<file path="src/rtl/sfx_pkg.sv">
// Shared codes, FSM encoding and note tables for the sound-effect sequencer.
// Latency: n/a (constants and pure functions only).
// Backpressure: n/a.
package sfx_pkg;

  localparam logic [1:0] SFX_NONE  = 2'd0;
  localparam logic [1:0] SFX_JUMP  = 2'd1;
  localparam logic [1:0] SFX_SCORE = 2'd2;
  localparam logic [1:0] SFX_DIE   = 2'd3;

  localparam int ROM_DIV_W = 22;
  localparam int DUR_W     = 3;
  localparam int IDX_W     = 3;

  // Effect lengths in notes
  localparam int JUMP_LEN  = 2;
  localparam int SCORE_LEN = 4;
  localparam int DIE_LEN   = 5;

  typedef enum logic [1:0] {
    ST_IDLE = 2'd0,
    ST_LOAD = 2'd1,
    ST_PLAY = 2'd2,
    ST_DONE = 2'd3
  } sfx_state_t;

  typedef struct packed {
    logic [ROM_DIV_W-1:0] div;
    logic [DUR_W-1:0]     dur;
  } note_entry_t;

  // Note tables: div is the half-period divider (0 = rest), dur in beat ticks
  function automatic note_entry_t rom_entry(input logic [1:0] id, input logic [IDX_W-1:0] idx);
    note_entry_t e;
    e = '{div: '0, dur: 3'd1};
    case ({id, idx})
      {SFX_JUMP,  3'd0}: e = '{div: 22'd47755,  dur: 3'd2};
      {SFX_JUMP,  3'd1}: e = '{div: 22'd37907,  dur: 3'd2};
      {SFX_SCORE, 3'd0}: e = '{div: 22'd37907,  dur: 3'd1};
      {SFX_SCORE, 3'd1}: e = '{div: 22'd31887,  dur: 3'd1};
      {SFX_SCORE, 3'd2}: e = '{div: 22'd23889,  dur: 3'd2};
      {SFX_SCORE, 3'd3}: e = '{div: 22'd0,      dur: 3'd1};
      {SFX_DIE,   3'd0}: e = '{div: 22'd127551, dur: 3'd2};
      {SFX_DIE,   3'd1}: e = '{div: 22'd151515, dur: 3'd2};
      {SFX_DIE,   3'd2}: e = '{div: 22'd190839, dur: 3'd2};
      {SFX_DIE,   3'd3}: e = '{div: 22'd0,      dur: 3'd1};
      {SFX_DIE,   3'd4}: e = '{div: 22'd381679, dur: 3'd4};
      default:           e = '{div: '0, dur: 3'd1};
    endcase
    return e;
  endfunction

  // Index of the final note of each effect
  function automatic logic [IDX_W-1:0] sfx_last_idx(input logic [1:0] id);
    case (id)
      SFX_JUMP:  return IDX_W'(JUMP_LEN - 1);
      SFX_SCORE: return IDX_W'(SCORE_LEN - 1);
      SFX_DIE:   return IDX_W'(DIE_LEN - 1);
      default:   return '0;
    endcase
  endfunction

endpackage

</file>
<file path="src/rtl/sfx_rom.sv">
// Combinational note lookup: (effect, note index) -> divider, duration, last-note flag.
// Latency: 0 cycles (pure combinational).
// Backpressure: none; the sequencer holds all timing state.
module sfx_rom
  import sfx_pkg::*;
(
  input  logic [1:0]           sfx_id,
  input  logic [IDX_W-1:0]     idx,
  output logic [ROM_DIV_W-1:0] div,
  output logic [DUR_W-1:0]     dur,
  output logic                 last
);

  note_entry_t ent;

  // Table lookup plus end-of-effect detection
  always_comb begin
    ent  = rom_entry(sfx_id, idx);
    div  = ent.div;
    dur  = ent.dur;
    last = (idx == sfx_last_idx(sfx_id));
  end

endmodule

</file>
<file path="src/rtl/sfx_sequencer.sv">
// Turns game event pulses into timed note sequences for the note generator (optional SFX_QUEUE_EN adds a one-deep pending effect).
// Latency: event sampled at edge n, LOAD in cycle n+1, first note on note_div/note_valid from cycle n+2.
// Backpressure: none; events are pulses that preempt (priority >= current) or are dropped (or held pending).
module sfx_sequencer
  import sfx_pkg::*;
#(
  parameter int CLK_HZ  = 100_000_000,
  parameter int TICK_HZ = 24,
  parameter int DIV_W   = 22
) (
  input  logic             clk,
  input  logic             rst,
  input  logic             evt_jump,
  input  logic             evt_score,
  input  logic             evt_die,
  input  logic             mute,
  output logic [DIV_W-1:0] note_div,
  output logic             note_valid,
  output logic             busy,
  output logic [1:0]       sfx_id,
  output logic             sfx_done
);

  localparam int TICK_CYC = CLK_HZ / TICK_HZ;
  localparam int TICK_W   = (TICK_CYC > 1) ? $clog2(TICK_CYC) : 1;
  localparam logic [TICK_W-1:0] TICK_LAST = TICK_W'(TICK_CYC - 1);

  sfx_state_t           state;
  logic [IDX_W-1:0]     idx;
  logic [TICK_W-1:0]    tick_cnt;
  logic [DUR_W-1:0]     dur_cnt;
  logic [1:0]           evt_code;
  logic                 accept;
  logic [ROM_DIV_W-1:0] rom_div;
  logic [DUR_W-1:0]     rom_dur;
  logic                 rom_last;
`ifdef SFX_QUEUE_EN
  logic [1:0]           pend_id;
`endif

  // Priority encode the event pulses; sfx_id is 0 only in IDLE, so the >= test also covers idle acceptance
  always_comb begin
    evt_code = SFX_NONE;
    if (evt_die)        evt_code = SFX_DIE;
    else if (evt_score) evt_code = SFX_SCORE;
    else if (evt_jump)  evt_code = SFX_JUMP;
    accept = (evt_code != SFX_NONE) && (evt_code >= sfx_id);
  end

  sfx_rom u_rom (
    .sfx_id (sfx_id),
    .idx    (idx),
    .div    (rom_div),
    .dur    (rom_dur),
    .last   (rom_last)
  );

  // Sequencer FSM with registered outputs; note_valid is left untouched when entering LOAD so it holds
  always_ff @(posedge clk or posedge rst) begin
    if (rst) begin
      state      <= ST_IDLE;
      idx        <= '0;
      tick_cnt   <= '0;
      dur_cnt    <= '0;
      note_div   <= '0;
      note_valid <= 1'b0;
      busy       <= 1'b0;
      sfx_id     <= SFX_NONE;
      sfx_done   <= 1'b0;
`ifdef SFX_QUEUE_EN
      pend_id    <= SFX_NONE;
`endif
    end else begin
      sfx_done <= 1'b0;
      if (accept) begin
        state    <= ST_LOAD;
        sfx_id   <= evt_code;
        idx      <= '0;
        tick_cnt <= '0;
        dur_cnt  <= '0;
        busy     <= 1'b1;
`ifdef SFX_QUEUE_EN
        if (pend_id <= evt_code) pend_id <= SFX_NONE;
`endif
      end else begin
`ifdef SFX_QUEUE_EN
        // A dropped lower-priority event waits here; only a higher one replaces it
        if ((evt_code != SFX_NONE) && (evt_code > pend_id)) pend_id <= evt_code;
`endif
        case (state)
          ST_IDLE: begin
            busy <= 1'b0;
          end
          ST_LOAD: begin
            note_div   <= DIV_W'(rom_div);
            dur_cnt    <= rom_dur;
            tick_cnt   <= '0;
            note_valid <= (rom_div != '0) && !mute;
            state      <= ST_PLAY;
          end
          ST_PLAY: begin
            note_valid <= (note_div != '0) && !mute;
            if (tick_cnt == TICK_LAST) begin
              tick_cnt <= '0;
              dur_cnt  <= dur_cnt - DUR_W'(1);
              if (dur_cnt == DUR_W'(1)) begin
                if (rom_last) begin
                  state      <= ST_DONE;
                  note_valid <= 1'b0;
                  sfx_done   <= 1'b1;
                end else begin
                  idx        <= idx + IDX_W'(1);
                  state      <= ST_LOAD;
                  note_valid <= note_valid;
                end
              end
            end else begin
              tick_cnt <= tick_cnt + TICK_W'(1);
            end
          end
          ST_DONE: begin
`ifdef SFX_QUEUE_EN
            if (pend_id != SFX_NONE) begin
              state   <= ST_LOAD;
              sfx_id  <= pend_id;
              idx     <= '0;
              pend_id <= SFX_NONE;
            end else begin
              state  <= ST_IDLE;
              sfx_id <= SFX_NONE;
              busy   <= 1'b0;
            end
`else
            state  <= ST_IDLE;
            sfx_id <= SFX_NONE;
            busy   <= 1'b0;
`endif
          end
          default: state <= ST_IDLE;
        endcase
      end
    end
  end

endmodule
</file>
<file path="config.mk">
export PLATFORM = sky130hd
export DESIGN_NAME = sfx_sequencer
export DESIGN_NICKNAME = d
export VERILOG_FILES = /design/src/rtl/sfx_pkg.sv /design/src/rtl/sfx_rom.sv /design/src/rtl/sfx_sequencer.sv
export SDC_FILE = /design/constraint.sdc
export NUM_CORES = 1
export LEC_CHECK = 0
export ABC_AREA = 1
export CORE_MARGIN = 5
export CORE_UTILIZATION = 64
export CTS_BUF_LIST = sky130_fd_sc_hd__clkbuf_8
export DETAILED_ROUTE_END_ITERATION = 12
export HOLD_SLACK_MARGIN = 0.06
export PLACE_DENSITY = 0.85
export SKIP_CTS_REPAIR_TIMING = 1
export SLEW_MARGIN = 15
export SYNTH_ARGS = -nofsm -noshare
export SYNTH_HDL_FRONTEND = slang
export SYNTH_SLANG_ARGS = --single-unit
</file>
<file path="constraint.sdc">
create_clock -name clk -period 4.36 [get_ports clk]
set_clock_uncertainty 0.05 [all_clocks]
set_input_delay 0.872 -clock clk [delete_from_list [all_inputs] [get_ports clk]]
set_output_delay 0.872 -clock clk [all_outputs]
set_load 0.01 [all_outputs]
</file>
==> impl_metrics.json <==
{
  "outcome": "completed",
  "switching_share_pct": 43.8,
  "critPathArrivalTime_ps": 3190,
  "min_period_ps": 3030,
  "die_area_um2": 7200,
  "coreArea_um2": 5470,
  "dr.pass1.iters": 5,
  "grt.met3_usage_pct": 3.11,
  "grt_max_degree": 55,
  "whs_endpoint": "busy",
  "synth.yosys.seq_area_share_pct": 37.7,
  "cp-end-kind": "flop",
  "cts_buffer_depth": 2,
  "p_int_mw": 1.26,
  "nNetsFinal": 536,
  "port_buffers": 29,
  "netSwitchingPower_mw": 0.984,
  "reg2reg_slack_ps": 1720,
  "max_freq_ghz": 0.330,
  "insertion_delay_ps": 320,
  "finalHoldViolations": 0,
  "comb_power_share_pct": 49.2,
  "area_delta_synth_final_pct": 11.2,
  "yosysWarnings": 0,
  "initial_core_util_pct": 65.5,
  "synth_area_leaders": "dfrtp_1 (38%), nand2_1 (12%), nor2_1 (6.9%)",
  "cts.clk_slew.worst_paths_ps": 100,
  "setup_viol_count_final": 0,
  "crit_fanout": 20,
  "die_width_um": 84.8,
  "cts_tree": "done",
  "syn_area_um2": 3580,
  "fin_total_pwr_mw": 2.25,
  "place_inst": 577,
  "fin_util_pct": 72.8,
  "antenna_found_initial": 0,
  "dpl_worst_slack_ps": 998,
  "wirelength_um": 8250,
  "netlist.area_leader.share_pct": 37.7,
  "via_per_inst": 5.64,
  "reg2reg_from": "sfx_id[1]",
  "p_seq_share_pct": 32.2,
  "wl_per_cell_um": 14.1,
  "fin_cells": 585,
  "synth_cells": 488,
  "place.gp.congestion": 0.921,
  "globalRouteTotalUtil_pct": 24.1,
  "hold_depth": 2,
  "hp-start": "busy",
  "min_path_type": "reg -> reg",
  "final_cell_mix": "nand2_1 (113), nor2_1 (66), inv_1 (54), dfrtp_1 (54), nand3_1 (47)",
  "ios": 33,
  "maxSlewViolCount": 0,
  "cts.sinks": 54,
  "top_usage_layer": "met2",
  "grt-ovfl-total": 0,
  "power_leakage_nw": 1.81,
  "rsz0062_at_grt": "false",
  "fin_crit_sh_pct": 69.6,
  "drt-initial-drc-count": 268,
  "gr-usage-met2_pct": 39.3,
  "cts-root-buf": "clkbuf_8",
  "r2r_cells": 10,
  "antenna_cells": 0,
  "drive_gt1_share_pct": 6.43,
  "cts.htree.levels": 2,
  "cts_made_buffers": 5,
  "yosys_register_bits": 54,
  "detail-route-antenna-nets": 0,
  "yosysTopAreaCell": "dfrtp_1",
  "final_common_cell": "nand2_1",
  "synth_cell_types": 41,
  "die_y_um": 84.8,
  "tns_ps": 0,
  "r2r_end": "note_div[3]",
  "worst-slew-pin-transition_ps": 911,
  "grt_pass1_wl_um": 14200,
  "max_cap_violations": 0,
  "num_vias": 3298,
  "grt_pass1_vias": 3084,
  "power-per-cell-area_nw_per_um2": 564,
  "dp_hpwl_um": 6120,
  "cp.required_ps": 4510,
  "syn_area_per_cell_um2": 7.34,
  "slew_headroom_pct": 39.2,
  "ir_drop_mv": 0.423,
  "pwr-share-clk_pct": 18.6,
  "fin_ws_ps": 1330,
  "startpoint_type": "input pin",
  "drc": 0,
  "use_met1_pct": 33.3,
  "critPathKind": "in -> reg",
  "rows": 27
}
[final cells by class]
| type | count | area, µm² |
|---|---|---|
| clock inverter | 2 | 60.1 |
| timing repair buffer | 29 | 290 |
| tap | 72 | 90.1 |
| multi-input combinational | 359 | 1870 |
| sequential | 54 | 1350 |
| fill | 451 | 1490 |
| clock buffer | 6 | 82.6 |
| inverter | 63 | 240 |
[worst max-delay path, cell delays in order]
cell and delay [ps]:
clkdlybuf4s50_1 490, inv_2 60, a21oi_4 140, ha_1 240
o21ai_0 160, nand2_1 110, nand2_4 210, inv_2 110
nor2_4 330, inv_2 210, nor2_1 170, a21oi_1 80
[Yosys cell counts]
library cell,instances
nand2_1,113
nor2_1,66
inv_1,55
dfrtp_1,54
nand3_1,47
o21ai_0,33
ha_1,18
a21oi_1,15
nor3_1,14
nand4_1,9
buf_4,5
inv_2,5
xor2_1,5
buf_6,4
nor2_2,4
buf_2,3
nor3b_1,3
o22ai_1,3
a31oi_1,2
clkinv_1,2
nand2_2,2
nand2_4,2
nand3_4,2
nor2_4,2
o21ai_2,2
o31ai_1,2
xnor2_1,2
a21oi_4,1
and2b_1,1
buf_12,1
clkbuf_8,1
conb_1,1
inv_4,1
nand3_2,1
nand3b_1,1
nor3_2,1
nor4_1,1
nor4_2,1
o21a_1,1
o21bai_1,1
o32ai_1,1
[registers in the layout, indices dropped and copies added, names as in the netlist]
register / flops
busy: 1
dur_cnt: 3
idx: 3
note_div: 19
note_valid: 1
sfx_done: 1
sfx_id: 2
state: 2
tick_cnt: 22
[power groups by stage]
stage	Clock (mW)	Combinational (mW)	Sequential, mW
floorplan	0	0.816	0.732
global placement	0	1.07	0.728
detailed placement	0	1.09	0.734
CTS	0.417	1.11	0.723
global route	0.441	1.24	0.744
finish	0.418	1.11	0.725
[cell families after synthesis]
logic type / after synthesis / share of synthesized area (%)
AOI/OAI and AO/OA: 61 / 9.60
and+or+nand+nor: 270 / 34.3
DFF: 54 / 37.7
other: 1 / 0.105
buffers and inverters: 77 / 10.3
xor gates and xnor gates: 7 / 1.71
adders and majority gates: 18 / 6.29
[how the worst max path moves through the flow]
stage,from,to,slack (ps),depth (start not counted)
finish,evt_score,note_div[3],1330,12
global route,evt_score,note_div[3],1060,12
CTS,evt_score,note_div[3],1320,12
detailed placement,evt_score,note_div[3],1000,12
global placement,evt_score,note_div[3],1090,12
floorplan,evt_score,tick_cnt[14],2020,12
[metrics by stage]
stage | hold slack (ps) | cell area (µm²)
after CTS | 457 | 3980
final | 457 | 3980
after detailed placement | 427 | 3840
after global placement | 420 | 3840
after global routing | 499 | 3980
after floorplan | 445 | 3590
[metal layers]
layer  vias up  part of all wire (%)  wire (µm)
met5         -                     0          0
met4         0                   2.0        163
met3        18                   5.5        456
met2       123                    46       3800
met1      1524                    46       3830
li1       1633                     -          -
Note: power is estimated with default switching activity, not from simulation.
